### src/rtl/pipe_stage_reg_pkg.sv
// Shared constants and types for the pipeline-stage register and its skid buffer.
package pipe_stage_reg_pkg;

    localparam int XLEN = 64;

    // Occupancy of the main register; out_valid is simply "state is FULL".
    typedef enum logic {
        STAGE_EMPTY = 1'b0,
        STAGE_FULL  = 1'b1
    } stage_state_e;

endpackage

### src/rtl/pipe_stage_reg_skid_buf.sv
// pipe_skid_buf: one-entry skid register plus its valid bit.
// Only compiled into the design when PIPE_SKID_BUF_EN is defined.
`ifdef PIPE_SKID_BUF_EN
module pipe_skid_buf #(
    parameter int               WIDTH     = pipe_stage_reg_pkg::XLEN,
    parameter logic [WIDTH-1:0] RESET_VAL = {WIDTH{1'b0}}
) (
    input  logic             clk,
    input  logic             rst_n,
    input  logic             flush_i,
    input  logic             load_i,
    input  logic             drain_i,
    input  logic [WIDTH-1:0] data_i,
    output logic             valid_o,
    output logic [WIDTH-1:0] data_o
);

    logic             valid_q, valid_d;
    logic [WIDTH-1:0] data_q, data_d;

    always_comb begin
        valid_d = valid_q;
        data_d  = data_q;
        if (flush_i) begin
            valid_d = 1'b0;
        end else if (load_i) begin
            valid_d = 1'b1;
            data_d  = data_i;
        end else if (drain_i) begin
            valid_d = 1'b0;
        end
    end

    always_ff @(posedge clk or negedge rst_n) begin
        if (!rst_n) begin
            valid_q <= 1'b0;
            data_q  <= RESET_VAL;
        end else begin
            valid_q <= valid_d;
            data_q  <= data_d;
        end
    end

    assign valid_o = valid_q;
    assign data_o  = data_q;

endmodule
`endif

### src/rtl/pipe_stage_reg.sv
// Pipeline-stage register with valid/ready handshake, back-pressure and flush.
// Define PIPE_SKID_BUF_EN to add a one-entry skid buffer and a registered in_ready.
module pipe_stage_reg
    import pipe_stage_reg_pkg::*;
#(
    parameter int               WIDTH     = XLEN,
    parameter logic [WIDTH-1:0] RESET_VAL = {WIDTH{1'b0}}
) (
    input  logic             clk,
    input  logic             rst,
    input  logic             flush,
    input  logic             in_valid,
    output logic             in_ready,
    input  logic [WIDTH-1:0] in_data,
    output logic             out_valid,
    input  logic             out_ready,
    output logic [WIDTH-1:0] out_data
);

    stage_state_e     state_q, state_d;
    logic [WIDTH-1:0] data_q, data_d;
    logic             in_xfer;
    logic             out_xfer;

    assign out_valid = (state_q == STAGE_FULL);
    assign out_data  = data_q;
    assign in_xfer   = in_valid & in_ready;
    assign out_xfer  = out_valid & out_ready;

`ifdef PIPE_SKID_BUF_EN
    logic             skid_valid;
    logic [WIDTH-1:0] skid_data;
    logic             skid_load;

    // Gated by rst only; the ready path never sees out_ready combinationally.
    assign in_ready  = rst & ~skid_valid;
    assign skid_load = in_xfer & out_valid & ~out_ready & ~flush;

    pipe_skid_buf #(
        .WIDTH     (WIDTH),
        .RESET_VAL (RESET_VAL)
    ) u_skid (
        .clk     (clk),
        .rst_n   (rst),
        .flush_i (flush),
        .load_i  (skid_load),
        .drain_i (out_xfer),
        .data_i  (in_data),
        .valid_o (skid_valid),
        .data_o  (skid_data)
    );

    // NOTE: every always_comb output gets a default first so no latch is inferred.
    always_comb begin
        state_d = state_q;
        data_d  = data_q;
        if (flush) begin
            state_d = STAGE_EMPTY;
        end else if (skid_valid) begin
            // in_ready is low here, so the only possible move is skid -> main.
            if (out_xfer) begin
                state_d = STAGE_FULL;
                data_d  = skid_data;
            end
        end else if (in_xfer && (!out_valid || out_ready)) begin
            state_d = STAGE_FULL;
            data_d  = in_data;
        end else if (out_xfer) begin
            state_d = STAGE_EMPTY;
        end
    end
`else
    assign in_ready = rst & (~out_valid | out_ready);

    // NOTE: every always_comb output gets a default first so no latch is inferred.
    always_comb begin
        state_d = state_q;
        data_d  = data_q;
        if (flush) begin
            state_d = STAGE_EMPTY;
        end else if (in_xfer) begin
            state_d = STAGE_FULL;
            data_d  = in_data;
        end else if (out_xfer) begin
            state_d = STAGE_EMPTY;
        end
    end
`endif

    // NOTE: state uses non-blocking assignments; payload keeps its value on flush.
    always_ff @(posedge clk or negedge rst) begin
        if (!rst) begin
            state_q <= STAGE_EMPTY;
            data_q  <= RESET_VAL;
        end else begin
            state_q <= state_d;
            data_q  <= data_d;
        end
    end

endmodule

### config.mk
export PLATFORM = sky130hd
export DESIGN_NAME = pipe_stage_reg
export DESIGN_NICKNAME = d
export VERILOG_FILES = /design/src/rtl/pipe_stage_reg_pkg.sv /design/src/rtl/pipe_stage_reg_skid_buf.sv /design/src/rtl/pipe_stage_reg.sv
export SDC_FILE = /design/constraint.sdc
export NUM_CORES = 1
export LEC_CHECK = 0
export BUFFER_PORTS_ARGS = -buffer_cell sky130_fd_sc_hd__buf_2
export CAP_MARGIN = 25
export CORE_MARGIN = 2
export CORE_UTILIZATION = 37
export CTS_CLUSTER_SIZE = 24
export DETAILED_ROUTE_END_ITERATION = 8
export PLACE_DENSITY = 0.67
export RECOVER_POWER = 25
export SLEW_MARGIN = 5
export SYNTH_ARGS = -nofsm -noshare
export SYNTH_HDL_FRONTEND = slang
export SYNTH_SLANG_ARGS = --single-unit
### constraint.sdc
create_clock -name clk -period 3.6 [get_ports clk]
set_input_delay 0.18 -clock clk [delete_from_list [all_inputs] [get_ports clk]]
set_output_delay 0.18 -clock clk [all_outputs]
set_load 0.005 [all_outputs]
After elaboration in Yosys (flattened, before gate mapping)
Index checks and enable logic that the tools add are counted.

Register bits: 65. Input port bits: 69. Output and inout bits: 66. Word-level logic and storage cells: 13.

Reduce and logical (&&, ||, !) cells: 2. Bitwise operators: 6. Muxes and demuxes: 3.

Operators by type and width (number): 1-bit AND (3); 1-bit 2-to-1 mux (3); 3-bit nonzero test (1); 1-bit inverter (2); 2-bit AND reduction (1); 1-bit OR (1).

Longest topological paths before layout
Gate-level depths: netlist (run 1).

Depth after elaboration: 6. Gate-level depth with buffers: 5. Mapped depth without buffers: 3.

Least setup slack after synthesis (run 1)
OpenSTA, ideal clock, no wires.

Path kind: register to register. Start: register state_q, in the netlist out_valid. End: register data_q[10], in the netlist out_data[10]. Setup time: 0.125 ns. Buffers on the path: 2. Setup slack: 2.312 ns. Stages on the path, launching flop included: 6. Data arrival time: 1.163 ns. Clock period less this slack: 1.288 ns. Data required time: 3.475 ns. Cell sequence: dfrtp_1 > nand2b_4 > nand4b_4 > buf_6 > buf_6 > mux2_4.

Word-level cells in the longest chain between the ends: 5.

RTL lines: start, declared (RTL line pipe_stage_reg.sv:20) `stage_state_e state_q, state_d;`; start signal, assigned (RTL line pipe_stage_reg.sv:96) `state_q <= state_d;`; 1-bit inverter (RTL line pipe_stage_reg.sv:73) `assign in_ready = rst & (~out_valid | out_ready);`; 1-bit OR (RTL line pipe_stage_reg.sv:73); 1-bit AND (RTL line pipe_stage_reg.sv:73); 1-bit AND (RTL line pipe_stage_reg.sv:27) `assign in_xfer = in_valid & in_ready;`; 2-bit AND reduction (no line); end signal, assigned (RTL line pipe_stage_reg.sv:97) `data_q <= data_d;`; end, declared (RTL line pipe_stage_reg.sv:21) `logic [WIDTH-1:0] data_q, data_d;`.

Every way passes these cells. A chain may end at the register's enable or synchronous reset.

Worst setup path after layout (run 1)
Start: input port rst. End: output port in_ready.

Word-level cells in the longest chain between the ends: 1.

RTL lines: start, declared (RTL line pipe_stage_reg.sv:10) `input logic rst,`; 1-bit AND (RTL line pipe_stage_reg.sv:73); end, declared (RTL line pipe_stage_reg.sv:13) `output logic in_ready,`.

Every way passes these cells.

==> results.yml, run 1 <==
run_status:
  status: "finished, violations left"
  violations: "max-capacitance violations, max-slew violations"
yosys:
  synth-seq-cells: 65
  yosys-top-cells-area: "dfrtp_1 61%, mux2_4 28%, mux2_2 6.4%"
  yosysWarnings: 0
  syn_avg_cell_area_um2: 18.9
  synth-seq-area-share_pct: 61.3
  netlist.area_leader.share_pct: 61.3
  syn-num-nets: 209
  synth_top_area_cell: "dfrtp_1"
  syn_area_um2: 2650
  synthDistinctLibCells: 9
  syn_inst: 140
setup_path:
  worst_setup_path_start_kind: "input port"
  arrival_ns: 1.93
  crit_type: "in2out"
  cp-end-kind: "output port"
  reg2reg_setup_slack_ns: 1.54
  required_ns: 3.42
  crit_fanout: 66
pwr:
  total_power_mw: 2.02
  power_density_nw_per_um2: 563
  p_leak_nw: 1.96
  vdd_drop_max_mv: 0.227
drt:
  drt_wl_total_mm: 5.52
  vias: 1713
  routed_via_density: 4.48
  wl_per_cell_um: 14.5
  remaining_drc_errors: 0
  drt_iter0_drc: 40
  ant_nets: 0
  drtPass1Iterations: 4
placed_design:
  numPortBuffers: 134
  gp_congestion: 0.677
  hpwl_mm: 3.83
  place_ws_ns: 1.51
  place_inst: 366
clock_tree:
  cts-resized-gates: 0
  cts_setup_buffers: 0
  ctsHoldBuffers: 0
  root_buffer: "clkbuf_8"
  numCtsBuffers: 9
  cts_sinks: 65
  path_clk_slew_ns: 0.06
  clk_latency_ns: 0.33
  clock_path_buffers: 2
  cts_tree: "built"
  htree_levels: 3
sta:
  relSlewSlack_pct: -5.51
  finClkSkew_ns: 0.00899
  fin_crit_sh_pct: 58.5
  max_freq_mhz: 475
  grt_setup_unrepaired: "no"
  finalWorstSetupSlack_ns: 1.49
  final_hold_viol_count: 0
  setup_viol: 0
  period_needed_ns: 2.11
  tns_ns: 0
  drv_slew: 67
  worst_slew_pin_slew_ns: 1.58
job:
  drv_cap: 1
grt:
  grt_pass1_wl_mm: 8.17
  grt_pass1_vias: 1750
  grt_max_degree: 67
  track_usage_pct: 13.9
  grt.overflow.total: 0
  antenna_found_initial: 0
min_path:
  hold_class: "in2reg"
layout:
  final_util_pct: 52.2
  drive_gt1_share_pct: 75.9
  final_cell_mix: "133 x buf_2, 65 x dfrtp_1, 49 x mux2_4, 15 x mux2_2, 10 x clkbuf_8"
  final_common_cell: "buf_2"
  area_growth_pct: 35.2
  stdcell_count: 382
  nNetsFinal: 350
  insertedDiodeCount: 0
floorplanning:
  core.rowCount: 30
  start_util_pct: 38.6
  core_um2: 6870
  dieHeight_um: 88.7
  die_w_um: 88.7
  io_pins: 135
  die_area_um2: 7860
==> report_power, final <==
| group | switching [mW] | internal, mW |
|---|---|---|
| logic | 0.153 | 0.303 |
| clock network | 0.270 | 0.336 |
| registers | 0.0773 | 0.879 |
==> cells by family after synthesis <==
kind of cell	share of synthesized area, %
compound gates	0.188
buf+inv	2.74
flops	61.3
mux	34.1
simple gates	1.65
==> flip-flops by register name (all words and copies together), names as in the netlist <==
register	cells
out_data	64
out_valid	1
==> per-stage QoR <==
step	cell area, µm²	hold WS [ns]
finish	3590	0.0672
global route	3590	0.0452
CTS	3590	0.0473
detailed placement	3390	0.404
global placement	3390	0.403
floorplan	2650	-0.116
==> synth_stat cells, drive strengths merged <==
library cell	count
mux2	64
and2	1
buf	7
o21ai	1
nand4b	1
dfrtp	65
nand2b	1
==> critical path, cell delays in order <==
cell and delay, ns:
clkbuf_1 0.16, clkbuf_2 1.16, and2_1 0.26, buf_2 0.12
==> final timing paths <==
path,endpoint,cells past startpoint,start
max,in_ready,4,rst
min,out_valid$_DFFE_PN0P_,2,flush
max reg2reg,out_data[53]$_DFFE_PN0P_,4,out_valid$_DFFE_PN0P_
min reg2reg,out_data[2]$_DFFE_PN0P_,1,out_data[2]$_DFFE_PN0P_
max in group asynchronous,out_data[57]$_DFFE_PN0P_,2,rst
min in group asynchronous,out_data[54]$_DFFE_PN0P_,2,rst
==> final cells by class <==
cell class                 count  area [µm²]
clock buffer                  11         141
fill                         597        3280
multi-input combinational     68         953
timing repair buffer         137         689
sequential                    65        1630
tap                           96         120
clock inverter                 5        55.1
==> layer usage <==
metal | vias to the layer above | part of all wire, % | global-route usage, %
met5 | - | 0 | 0
met4 | 0 | 0.80 | 5.79
li1 | 774 | - | -
met1 | 843 | 45 | 17.2
met2 | 91 | 44 | 21.0
met3 | 5 | 11 | 6.25
Power figures use the tool's default switching activity.
==> run 2, diff against run 1 <==
Settings changed: ABC_AREA from default to 1.
Clock period 3.6 ns to 2 ns, I/O delays scaled along.
==> run 2 against run 1 <==
The flow now finishes without violations. Sequential power rose by 73%. Sequential cell count did not move. Register-to-register slack got worse by 0.75 ns.
==> results.yml, run 2 <==
sta:
  grt_setup_unrepaired: "no"
  final_hold_viol_count: 0
  period_needed_ns: 1.34
  finClkSkew_ns: 0.00410
  setup_viol: 0
  tns_ns: 0
  worst_slew_pin_slew_ns: 0.428
  drv_slew: 0
  relSlewSlack_pct: 71.5
  fin_crit_sh_pct: 67.1
  max_freq_mhz: 745
layout:
  final_common_cell: "buf_2"
  multiInputGateArea_um2: 921
  largest_reg_flops: 64
  drive_gt1_share_pct: 37.3
  nFillCells: 693
  final_cell_mix: "133 x buf_2, 128 x nand2_1, 65 x dfrtp_1, 64 x nand4_1, 12 x clkbuf_8"
  area_growth_pct: 32.4
  insertedDiodeCount: 0
  regArea_um2: 1630
  nNetsFinal: 488
grt:
  grt.overflow.total: 0
  track_usage_pct: 16.2
  grt_pass1_vias: 2325
  grt_pass1_wl_mm: 10.9
  grt_max_degree: 76
  antenna_found_initial: 0
setup_path:
  worst_setup_path_start_kind: "input port"
  cp-end-kind: "output port"
  required_ns: 1.90
  arrival_ns: 1.24
  crit_fanout: 22
  crit_type: "in2out"
floorplanning:
  die_area_um2: 8100
  start_util_pct: 37.9
  core_um2: 7210
  dieHeight_um: 90.0
  io_pins: 135
  die_w_um: 90.0
  core.rowCount: 31
yosys:
  synth-seq-cells: 65
  syn_area_um2: 2740
  async_flop_share_pct: 100
  yosys-top-cells-area: "dfrtp_1 59%, nand2_1 18%, nand4_1 15%"
  synth_top_area_cell: "dfrtp_1"
  netlist.area_leader.share_pct: 59.4
  synthMuxAreaShare_pct: 0
  yosys_most_used_dff: "dfrtp_1"
  synthDistinctLibCells: 12
  syn-num-nets: 361
  synth_fa_ha_area_share_pct: 0
  synth_top_family_by_area: "simple AND/OR/NAND/NOR gates"
  synth_xor_area_share_pct: 0
  synth.most_common_cell: "nand2_1"
  synth_compound_area_share_pct: 0.457
  synth_simple_gate_area_share_pct: 32.7
  synth-seq-area-share_pct: 59.4
  syn_avg_cell_area_um2: 9.38
  syn_inst: 292
  yosysWarnings: 0
  synth_edf_count: 0
  synthTopCellsByCount: "129 x nand2_1, 65 x dfrtp_1, 64 x nand4_1"
clock_tree:
  clock_path_buffers: 2
  cts_sinks: 65
  htree_levels: 3
  cts-resized-gates: 0
  cts_setup_buffers: 0
  numCtsBuffers: 9
  cts_tree: "built"
  path_clk_slew_ns: 0.07
  clk_latency_ns: 0.32
  root_buffer: "clkbuf_8"
placed_design:
  hpwl_mm: 4.36
  gp_congestion: 0.735
  numPortBuffers: 134
pwr:
  total_power_mw: 3.25
  vdd_drop_max_mv: 0.391
  p_leak_nw: 2.07
  power_density_nw_per_um2: 898
drt:
  drt_iter0_drc: 121
  drt_wl_total_mm: 6.54
  drtPass1Iterations: 4
  routed_via_density: 4.77
  vias: 2482
  remaining_drc_errors: 0
  ant_nets: 0
  wl_per_cell_um: 12.6
run_status:
  status: "finished clean"
min_path:
  hold_class: "in2reg"
job:
  drv_cap: 0
-- run 2: cell count changes after synthesis, moves of 10 or more --
cell / delta
buf_2: +11
mux2_4: -49
nand4_1: +64
mux2_2: -15
nand2_1: +129
buf_4: +10
-- run 2: logic make-up after synthesis --
group                  Yosys count
AOI/OAI and AO/OA                2
buffers and inverters           30
and+or+nand+nor                195
DFF                             65
-- run 2: worst paths after layout --
path	from	endpoint	slack (ns)	cells after the start
worst max-delay path	rst	in_ready	0.66	4
worst min-delay path	in_data[31]	out_data[31]$_DFFE_PN0P_	0.03	3
worst max register to register	out_valid$_DFFE_PN0P_	out_data[30]$_DFFE_PN0P_	0.79	4
worst min register to register	out_data[20]$_DFFE_PN0P_	out_data[20]$_DFFE_PN0P_	0.47	2
max in group asynchronous	rst	out_data[49]$_DFFE_PN0P_	1.14	3
min in group asynchronous	rst	out_data[7]$_DFFE_PN0P_	0.19	2
-- run 2: stage by stage --
stage / area [µm²] / util, % / setup slack [ns] / hold WS (ns) / std cells
finish: 3630 / 50.3 / 0.657 / 0.0268 / 520
global route: 3630 / 50.3 / 0.533 / 0.0206 / 520
CTS: 3630 / 50.3 / 0.646 / 0.0132 / 520
detailed placement: 3440 / 47.6 / 0.804 / -0.0117 / 505
global placement: 3440 / 47.6 / 0.851 / -0.0125 / 505
floorplan: 2740 / - / 0.935 / -0.196 / 292
-- run 2: power by group --
| group | internal [mW] | switching, mW | leakage (nW) |
|---|---|---|---|
| clock | 0.532 | 0.442 | 0.0875 |
| sequential | 1.54 | 0.114 | 0.807 |
| combinational | 0.302 | 0.327 | 1.17 |
-- run 2: routing by layer --
layer  wire, µm  track usage [%]  up-vias
met5          0                0        -
met4         76             5.38        0
met3        369             3.27        8
met2       3020             25.4       86
met1       3070             22.5     1154
li1           -                -     1234
-- run 2: cell type report --
| type | instances | area share, % |
|---|---|---|
| Sequential cell | 65 | 44.9 |
| Timing Repair Buffer | 144 | 21.5 |
| Multi-Input combinational cell | 197 | 25.4 |
| Clock buffer | 13 | 4.66 |
| Inverter | 2 | 0.207 |
| Tap cell | 99 | 3.42 |
-- run 2: critical path, cell delays in order --
cell and delay (ns):
dlygate4sd3_1 0.53, buf_4 0.27, a21boi_0 0.20, buf_2 0.14
-- run 2: what timing repair did --
action	4_1_cts	5_1_grt
endpoints found under the setup margin	0	0
hold buffers	2	0
endpoints found under the hold margin	49	0
